## src/rtl/dice_game_ctrl_if.sv

```systemverilog
// Dice game controller bundle: button and dice values in,
// roll/finish drive plus score and status out.
interface dice_game_ctrl_if;
   logic       btn;
   logic [3:0] dice_a;
   logic [3:0] dice_b;
   logic       roll;
   logic       finish;
   logic [3:0] score_a;
   logic [3:0] score_b;
   logic [3:0] round_cnt;
   logic [1:0] winner;
   logic       busy;

   modport master (
      input  btn, dice_a, dice_b,
      output roll, finish, score_a, score_b,
      output round_cnt, winner, busy
   );

   modport slave (
      output btn, dice_a, dice_b,
      input  roll, finish, score_a, score_b,
      input  round_cnt, winner, busy
   );
endinterface

```

## src/rtl/dice_game_ctrl.sv

```systemverilog
// Two-player dice game controller: per press, roll, settle,
// judge the higher die; declare a winner after ROUNDS rounds.
module dice_game_ctrl #(
   parameter int unsigned ROLL_CYCLES   = 50,
   parameter int unsigned SETTLE_CYCLES = 2,
   parameter int unsigned ROUNDS        = 5
) (
   input  logic             clk,
   input  logic             rst,
   dice_game_ctrl_if.master bus
);
   localparam logic [7:0] ROLL_LD = 8'(ROLL_CYCLES);
   localparam logic [7:0] SET_LD  = 8'(SETTLE_CYCLES);
   localparam logic [3:0] LAST    = 4'(ROUNDS);

   typedef enum logic [2:0] {
      IDLE, ROLL, SETTLE, JUDGE, DONE
   } state_t;

   state_t     state;
   logic [7:0] cnt;

   logic [3:0] da;
   logic [3:0] db;
   logic [3:0] nxt_a;
   logic [3:0] nxt_b;
   logic [3:0] nxt_rc;
   logic [1:0] nxt_win;

   // Out-of-range die values lose every comparison except a tie.
   function automatic logic [3:0] clamp(input logic [3:0] v);
      return (v == 4'd0 || v > 4'd9) ? 4'd0 : v;
   endfunction

   always_comb begin
      da      = clamp(bus.dice_a);
      db      = clamp(bus.dice_b);
      nxt_a   = bus.score_a;
      nxt_b   = bus.score_b;
      nxt_rc  = bus.round_cnt + 4'd1;
      nxt_win = 2'b11;
      if (da > db) nxt_a = bus.score_a + 4'd1;
      if (db > da) nxt_b = bus.score_b + 4'd1;
      if (nxt_a > nxt_b) nxt_win = 2'b01;
      if (nxt_b > nxt_a) nxt_win = 2'b10;
   end

   always_ff @(posedge clk) begin
      if (rst) begin
         state         <= IDLE;
         cnt           <= '0;
         bus.roll      <= 1'b0;
         bus.finish    <= 1'b0;
         bus.score_a   <= '0;
         bus.score_b   <= '0;
         bus.round_cnt <= '0;
         bus.winner    <= '0;
         bus.busy      <= 1'b0;
      end else begin
         unique case (state)
            IDLE: begin
               if (bus.btn) begin
                  state    <= ROLL;
                  cnt      <= ROLL_LD;
                  bus.roll <= 1'b1;
                  bus.busy <= 1'b1;
               end
            end
            ROLL: begin
               if (cnt == 8'd1) begin
                  state    <= SETTLE;
                  cnt      <= SET_LD;
                  bus.roll <= 1'b0;
               end else begin
                  cnt <= cnt - 8'd1;
               end
            end
            SETTLE: begin
               if (cnt == 8'd1) state <= JUDGE;
               else             cnt   <= cnt - 8'd1;
            end
            JUDGE: begin
               bus.score_a   <= nxt_a;
               bus.score_b   <= nxt_b;
               bus.round_cnt <= nxt_rc;
               bus.busy      <= 1'b0;
               if (nxt_rc == LAST) begin
                  state      <= DONE;
                  bus.finish <= 1'b1;
                  bus.winner <= nxt_win;
               end else begin
                  state <= IDLE;
               end
            end
            DONE: begin
               // A press here restarts the game and rolls at once.
               if (bus.btn) begin
                  state         <= ROLL;
                  cnt           <= ROLL_LD;
                  bus.roll      <= 1'b1;
                  bus.busy      <= 1'b1;
                  bus.finish    <= 1'b0;
                  bus.score_a   <= '0;
                  bus.score_b   <= '0;
                  bus.round_cnt <= '0;
                  bus.winner    <= '0;
               end
            end
            default: state <= IDLE;
         endcase
      end
   end
endmodule

```

## src/flat_wrapper.sv

```systemverilog
// flat-port wrapper written by rule: the top's interface ports become plain ports
module dice_game_ctrl_flat 
#(
   parameter int unsigned ROLL_CYCLES   = 50,
   parameter int unsigned SETTLE_CYCLES = 2,
   parameter int unsigned ROUNDS        = 5
)
  (clk, rst, bus_btn, bus_dice_a, bus_dice_b, bus_roll, bus_finish, bus_score_a, bus_score_b, bus_round_cnt, bus_winner, bus_busy);
  dice_game_ctrl_if bus_i ();
  input  logic clk;
  input  logic rst;
  input wire logic [$bits(bus_i.btn)-1:0] bus_btn;
  input wire logic [$bits(bus_i.dice_a)-1:0] bus_dice_a;
  input wire logic [$bits(bus_i.dice_b)-1:0] bus_dice_b;
  output wire logic [$bits(bus_i.roll)-1:0] bus_roll;
  output wire logic [$bits(bus_i.finish)-1:0] bus_finish;
  output wire logic [$bits(bus_i.score_a)-1:0] bus_score_a;
  output wire logic [$bits(bus_i.score_b)-1:0] bus_score_b;
  output wire logic [$bits(bus_i.round_cnt)-1:0] bus_round_cnt;
  output wire logic [$bits(bus_i.winner)-1:0] bus_winner;
  output wire logic [$bits(bus_i.busy)-1:0] bus_busy;
  assign bus_i.btn = bus_btn;
  assign bus_i.dice_a = bus_dice_a;
  assign bus_i.dice_b = bus_dice_b;
  assign bus_roll = bus_i.roll;
  assign bus_finish = bus_i.finish;
  assign bus_score_a = bus_i.score_a;
  assign bus_score_b = bus_i.score_b;
  assign bus_round_cnt = bus_i.round_cnt;
  assign bus_winner = bus_i.winner;
  assign bus_busy = bus_i.busy;
  dice_game_ctrl #(.ROLL_CYCLES(ROLL_CYCLES), .SETTLE_CYCLES(SETTLE_CYCLES), .ROUNDS(ROUNDS)) u_core (.clk(clk), .rst(rst), .bus(bus_i));
endmodule
```

## config.mk

```make
export PLATFORM = sky130hd
export DESIGN_NAME = dice_game_ctrl_flat
export DESIGN_NICKNAME = d
export VERILOG_FILES = /design/src/rtl/dice_game_ctrl_if.sv /design/src/rtl/dice_game_ctrl.sv /design/src/flat_wrapper.sv
export SDC_FILE = /design/constraint.sdc
export NUM_CORES = 1
export LEC_CHECK = 0
export ABC_AREA = 1
export ABC_CLOCK_PERIOD_IN_PS = 5500
export BUFFER_PORTS_ARGS = -buffer_cell sky130_fd_sc_hd__buf_4
export CORE_MARGIN = 4
export CORE_UTILIZATION = 30
export DETAILED_ROUTE_END_ITERATION = 8
export PLACE_DENSITY = 0.5
export SYNTH_ARGS = -nofsm -noshare
export SYNTH_HDL_FRONTEND = slang
export SYNTH_SLANG_ARGS = --single-unit
export TNS_END_PERCENT = 5
```

## constraint.sdc

```tcl
create_clock -name clk -period 5.5 [get_ports clk]
set_input_delay 0.55 -clock clk [delete_from_list [all_inputs] [get_ports clk]]
set_output_delay 0.55 -clock clk [all_outputs]
set_load 0.01 [all_outputs]
```

**Word level (Yosys, flattened, before mapping)**

Index checks and enable logic that the tools add are counted.

- Bits in registers: 28
- Output and inout port bits: 17
- Logic and storage cells: 76

- Eq/ne operators: 12
- $lt $le $gt $ge: 6
- Reductions and logical operators: 16
- $add $sub $neg: 4
- Mux-type cells: 29

Operators with widths:

| kind | count |
|---|---|
| 2-to-1 mux 8 bit | 3 |
| case mux 4 bit (2 select lines) | 3 |
| case mux 8 bit (3 select lines) | 1 |
| 2-to-1 mux 4 bit | 5 |
| greater-than comparator 4 bit | 4 |
| adder 4 x 1 -> 4 bit (second input constant) | 3 |
| 2-to-1 mux 3 bit | 4 |
| case mux 3 bit (4 select lines) | 1 |
| AND reduction 3 bit | 4 |
| == test 8 x 1 -> 1 bit (second input constant) | 1 |
| greater-than comparator 4 bit (second input constant) | 2 |
| zero test 4 bit | 2 |
| 2-to-1 mux 2 bit | 4 |
| inequality test 2 x 1 -> 1 bit (second input constant) | 4 |
| subtractor 8 x 1 -> 8 bit (second input constant) | 1 |
| == test 3 x 2 -> 1 bit (second input constant) | 2 |
| case mux 1 bit (2 select lines) | 3 |
| nonzero test 2 bit | 3 |
| == test 4 x 3 -> 1 bit (second input constant) | 1 |
| 2-to-1 mux 1 bit | 4 |
| inequality test 2 bit (second input constant) | 2 |
| case mux 2 bit (2 select lines) | 1 |
| AND reduction 2 bit | 2 |
| == test 3 x 1 -> 1 bit (second input constant) | 1 |
| 5 further kinds | 6 |

**Longest topological paths before layout**

- Depth in word-level cells: 10
- Mapped depth: 21

**Least setup slack after synthesis**

OpenSTA, ideal clock, no wires.

- Path type: input port to flip-flop
- From: input port bus_dice_a[1]
- To: register u_core.bus.winner[0]
- Path slack: 2.777 ns
- Required time: 5.368 ns
- Stages: 18
- Arrival: 2.591 ns
- Cell sequence: nor2_1 -> o21ai_0 -> o21ai_0 -> nand2_1 -> ha_1 -> inv_1 -> o21bai_1 -> nand2_1 -> nand2_1 -> buf_4 -> nand3b_1 -> and2_1 -> ha_1 -> a21oi_1 -> o21ai_0 -> o21ai_0 -> nand2_1 -> a21oi_1

- Word-level cells in the longest chain between the ends: 9
- Elaborated cells on any way between the ends: 12

Ends and longest elaborated chain:

| item | RTL line | text |
|---|---|---|
| start, declared | flat_wrapper.sv:13 | `input wire logic [$bits(bus_i.dice_a)-1:0] bus_dice_a;` |
| greater-than comparator 4 bit / zero test 4 bit (equally long branches) | dice_game_ctrl.sv:32 | `return (v == 4'd0 \|\| v > 4'd9) ? 4'd0 : v;` |
| logical OR 1 bit | dice_game_ctrl.sv:32 |  |
| 2-to-1 mux 4 bit (*) | dice_game_ctrl.sv:32 |  |
| greater-than comparator 4 bit, on equally long branches | dice_game_ctrl.sv:43, dice_game_ctrl.sv:42 |  |
| 2-to-1 mux 4 bit, on equally long branches | dice_game_ctrl.sv:43, dice_game_ctrl.sv:42 |  |
| greater-than comparator 4 bit (*) | dice_game_ctrl.sv:45 | `if (nxt_b > nxt_a) nxt_win = 2'b10;` |
| 2-to-1 mux 2 bit (*) | dice_game_ctrl.sv:45 |  |
| 2-to-1 mux 2 bit (*) | dice_game_ctrl.sv:87 | `if (nxt_rc == LAST) begin` |
| case mux 2 bit (2 select lines) (*) | dice_game_ctrl.sv:60 | `unique case (state)` |
| end signal, assigned | dice_game_ctrl.sv:90 | `bus.winner <= nxt_win;` |
| end, declared | dice_game_ctrl_if.sv:18 | `output round_cnt, winner, busy` |

Mark *: on every way between the ends. The rest lies on a longest branch, timed or not. The select of a mux whose other input is x is not followed.
A chain may end at the register's enable or synchronous reset.

**Worst setup path in the final report**

Same ends and word-level chain as after synthesis.

==> qor.csv <==
metric,value,unit
Initial Utilization,31.7,%
cells after synthesis,287,
Post-DP HPWL,3.35,mm
Setup CP Type,in -> reg,
DRT iter0 DRCs,104,
top area cells in the synthesized netlist,"dfxtp_1, nand2_1, ha_1",
CORE AREA,6100,µm²
Ys Warns,0,
max-slew violation count,0,
share of cells above drive strength 1,16.3,%
Crit path required time,5.67,ns
worst-margin pin slew,0.613,ns
max-cap violations,0,
static leakage power,0.00102,µW
WHS,0.470,ns
RSZ-0062 raised after global routing,no,
Post-Syn Area,1930,µm²
drt total wl,4.35,mm
DR WL/cell,11.2,µm
most frequent cells in the layout,"nand2_1, inv_1, a21oi_1",
crit-path max FO,12,
DR vias/cell,4.60,
CTS sink cnt,28,
initial antenna violation count,0,
cell taking the most area after synthesis,dfxtp_1,
GRT Resource Usage Total,11.7,%
"Gates resized, CTS repair",0,
DRC,0,
register area share after synthesis,29.0,%
startpoint type of the worst setup path,primary input,
Worst Path Arrival,3.09,ns
Synth top area share,29.0,%
post-cts hold buffer count,0,
Final Hold Vio Count,0,
count of different cell masters after synthesis,33,
clock skew,0.00567,ns
syn_nets,312,
routability cong.,0.815,
endpoint type of the worst setup path,flip-flop,
Ant. Diodes,0,
largest net degree at the start of global routing,23,
H-Tree Depth,1,
minimum clock period,2.92,ns
die area,7790,µm²
FMAX,342,MHz
filler cell count,680,
FP Rows,28,
Die Y,88.3,µm
"commonest non-fill, non-tap cell in the layout",nand2_1,
Ports,28,
relative slew slack,59.0,%
HP Class,reg -> reg,
number of synthesized flops with an enable pin,0,
DRT Pass-1 Iters,5,
total CTS buffers,3,
vias in the first global route,1604,
Layout Nets,339,
Mean Syn Cell Area,6.74,µm²
setup tns final,0,ns
multi-input logic area,1180,µm²
prevailing post-synth register cell,dfxtp_1,
Yosys reg bits,28,
FF+latch area,561,µm²
status,finished clean,
setup bufs post-CTS,0,
Worst-Skew Late Latency,0.28,ns
peak supply drop,180,µV
remaining global-route overflow,0,
first-pass GRT wire length,7.29,mm
Root Buffer,clkbuf_8,
CTS tree,yes,
Via Count,1786,
Bufs on Longest Clock Path,2,
clk slew on worst S/H paths,0.10,ns
part of the cycle the worst path needs,53.2,%
area grow syn2layout,16.4,%
ys async rst share,0,%
antenna violation net count after detailed routing,0,
die width,88.3,µm
I/O Buffers,27,
Setup-failing EPs final,0,
PD cells,409,nW/µm²
-- logic make-up (layout without fill, tap and decap cells) --
| family | after synthesis | in the layout | synth area share (%) |
|---|---|---|---|
| AND/OR/NAND/NOR | 143 | 143 | 34.9 |
| AO/OA/AOI/OAI | 50 | 50 | 14.4 |
| buffers and inverters | 46 | 72 | 9.97 |
| flip-flops | 28 | 28 | 29.0 |
| adder cells (fa/ha/maj) | 14 | 14 | 9.06 |
| XOR/XNOR | 6 | 6 | 2.72 |
-- synth_stat cells (2+ instances only) --
cell,n
a21oi_1,32
buf_4,2
clkbuf_1,2
dfxtp_1,28
ha_1,14
inv_1,34
inv_2,6
nand2_1,81
nand2_2,2
nand3_1,26
nand3_4,2
nand3b_1,3
nand4_1,6
nor2_1,14
nor2_2,2
o21a_1,2
o21ai_0,10
o21ai_1,2
xnor2_1,2
xor2_1,4
-- path summary, 6_finish.rpt --
path                                 startpoint                                 to  slack [ns]  cells after the start
max                               bus_dice_a[1]  u_core.bus.winner[0]$_SDFFE_PP0P_        2.58                     19
min                u_core.bus.busy$_SDFFE_PP0P_       u_core.bus.busy$_SDFFE_PP0P_        0.47                      2
max reg2reg  u_core.bus.score_b[0]$_SDFFE_PP0P_  u_core.bus.winner[0]$_SDFFE_PP0P_        3.43                      9
min reg2reg        u_core.bus.busy$_SDFFE_PP0P_       u_core.bus.busy$_SDFFE_PP0P_        0.47                      2
-- critical path: stages --
cell and delay [ns]:
buf_4 0.11, nor2_1 0.18, o21ai_0 0.11, o21ai_0 0.08, nand2_1 0.07, ha_1 0.29
inv_1 0.04, o21bai_1 0.11, nand2_1 0.06, nand2_1 0.27, nand2_1 0.17, nand2_1 0.09
nand2_1 0.06, ha_1 0.30, nand2_1 0.07, o21ai_0 0.25, o21ai_0 0.14, nand2_1 0.07
a21oi_1 0.06
-- flip-flops by register name, summed over array words and instances, names as in the netlist --
signal                cells
u_core.state              3
u_core.cnt                8
u_core.bus.score_b        4
u_core.bus.round_cnt      4
u_core.bus.finish         1
u_core.bus.roll           1
u_core.bus.winner         2
u_core.bus.score_a        4
u_core.bus.busy           1
-- layout make-up --
| class | instances | share of cell area [%] |
|---|---|---|
| clock buffer | 4 | 2.45 |
| inverter | 41 | 7.06 |
| multi-input combinational | 213 | 52.4 |
| sequential | 28 | 24.9 |
| tap | 75 | 4.17 |
| timing repair buffer | 27 | 9.00 |
-- layer usage --
| metal | vias to the layer above | GRT usage, % | part of all wire (%) |
|---|---|---|---|
| li1 | 984 | - | - |
| met1 | 770 | 17.4 | 54 |
| met2 | 30 | 16.5 | 40 |
| met3 | 2 | 1.86 | 4.2 |
| met4 | 0 | 4.81 | 1.3 |
| met5 | - | 0 | 0 |
-- where the power goes --
group          internal, µW  switching [µW]
clock network          64.2            68.5
logic                   183             314
registers               245            46.7
-- stage by stage --
stage	cell area, µm²	instances	total power (µW)	utilization (%)	worst slack (ns)
2_1_floorplan	1930	287	687	-	2.78
3_3_place_gp	2200	384	797	36.0	2.44
3_5_place_dp	2200	384	794	36.0	2.31
4_1_cts	2250	388	929	36.9	2.60
5_1_grt	2250	388	1010	36.9	2.24
6_report	2250	388	921	36.9	2.58
No activity file was read; power rests on OpenSTA's default activity.
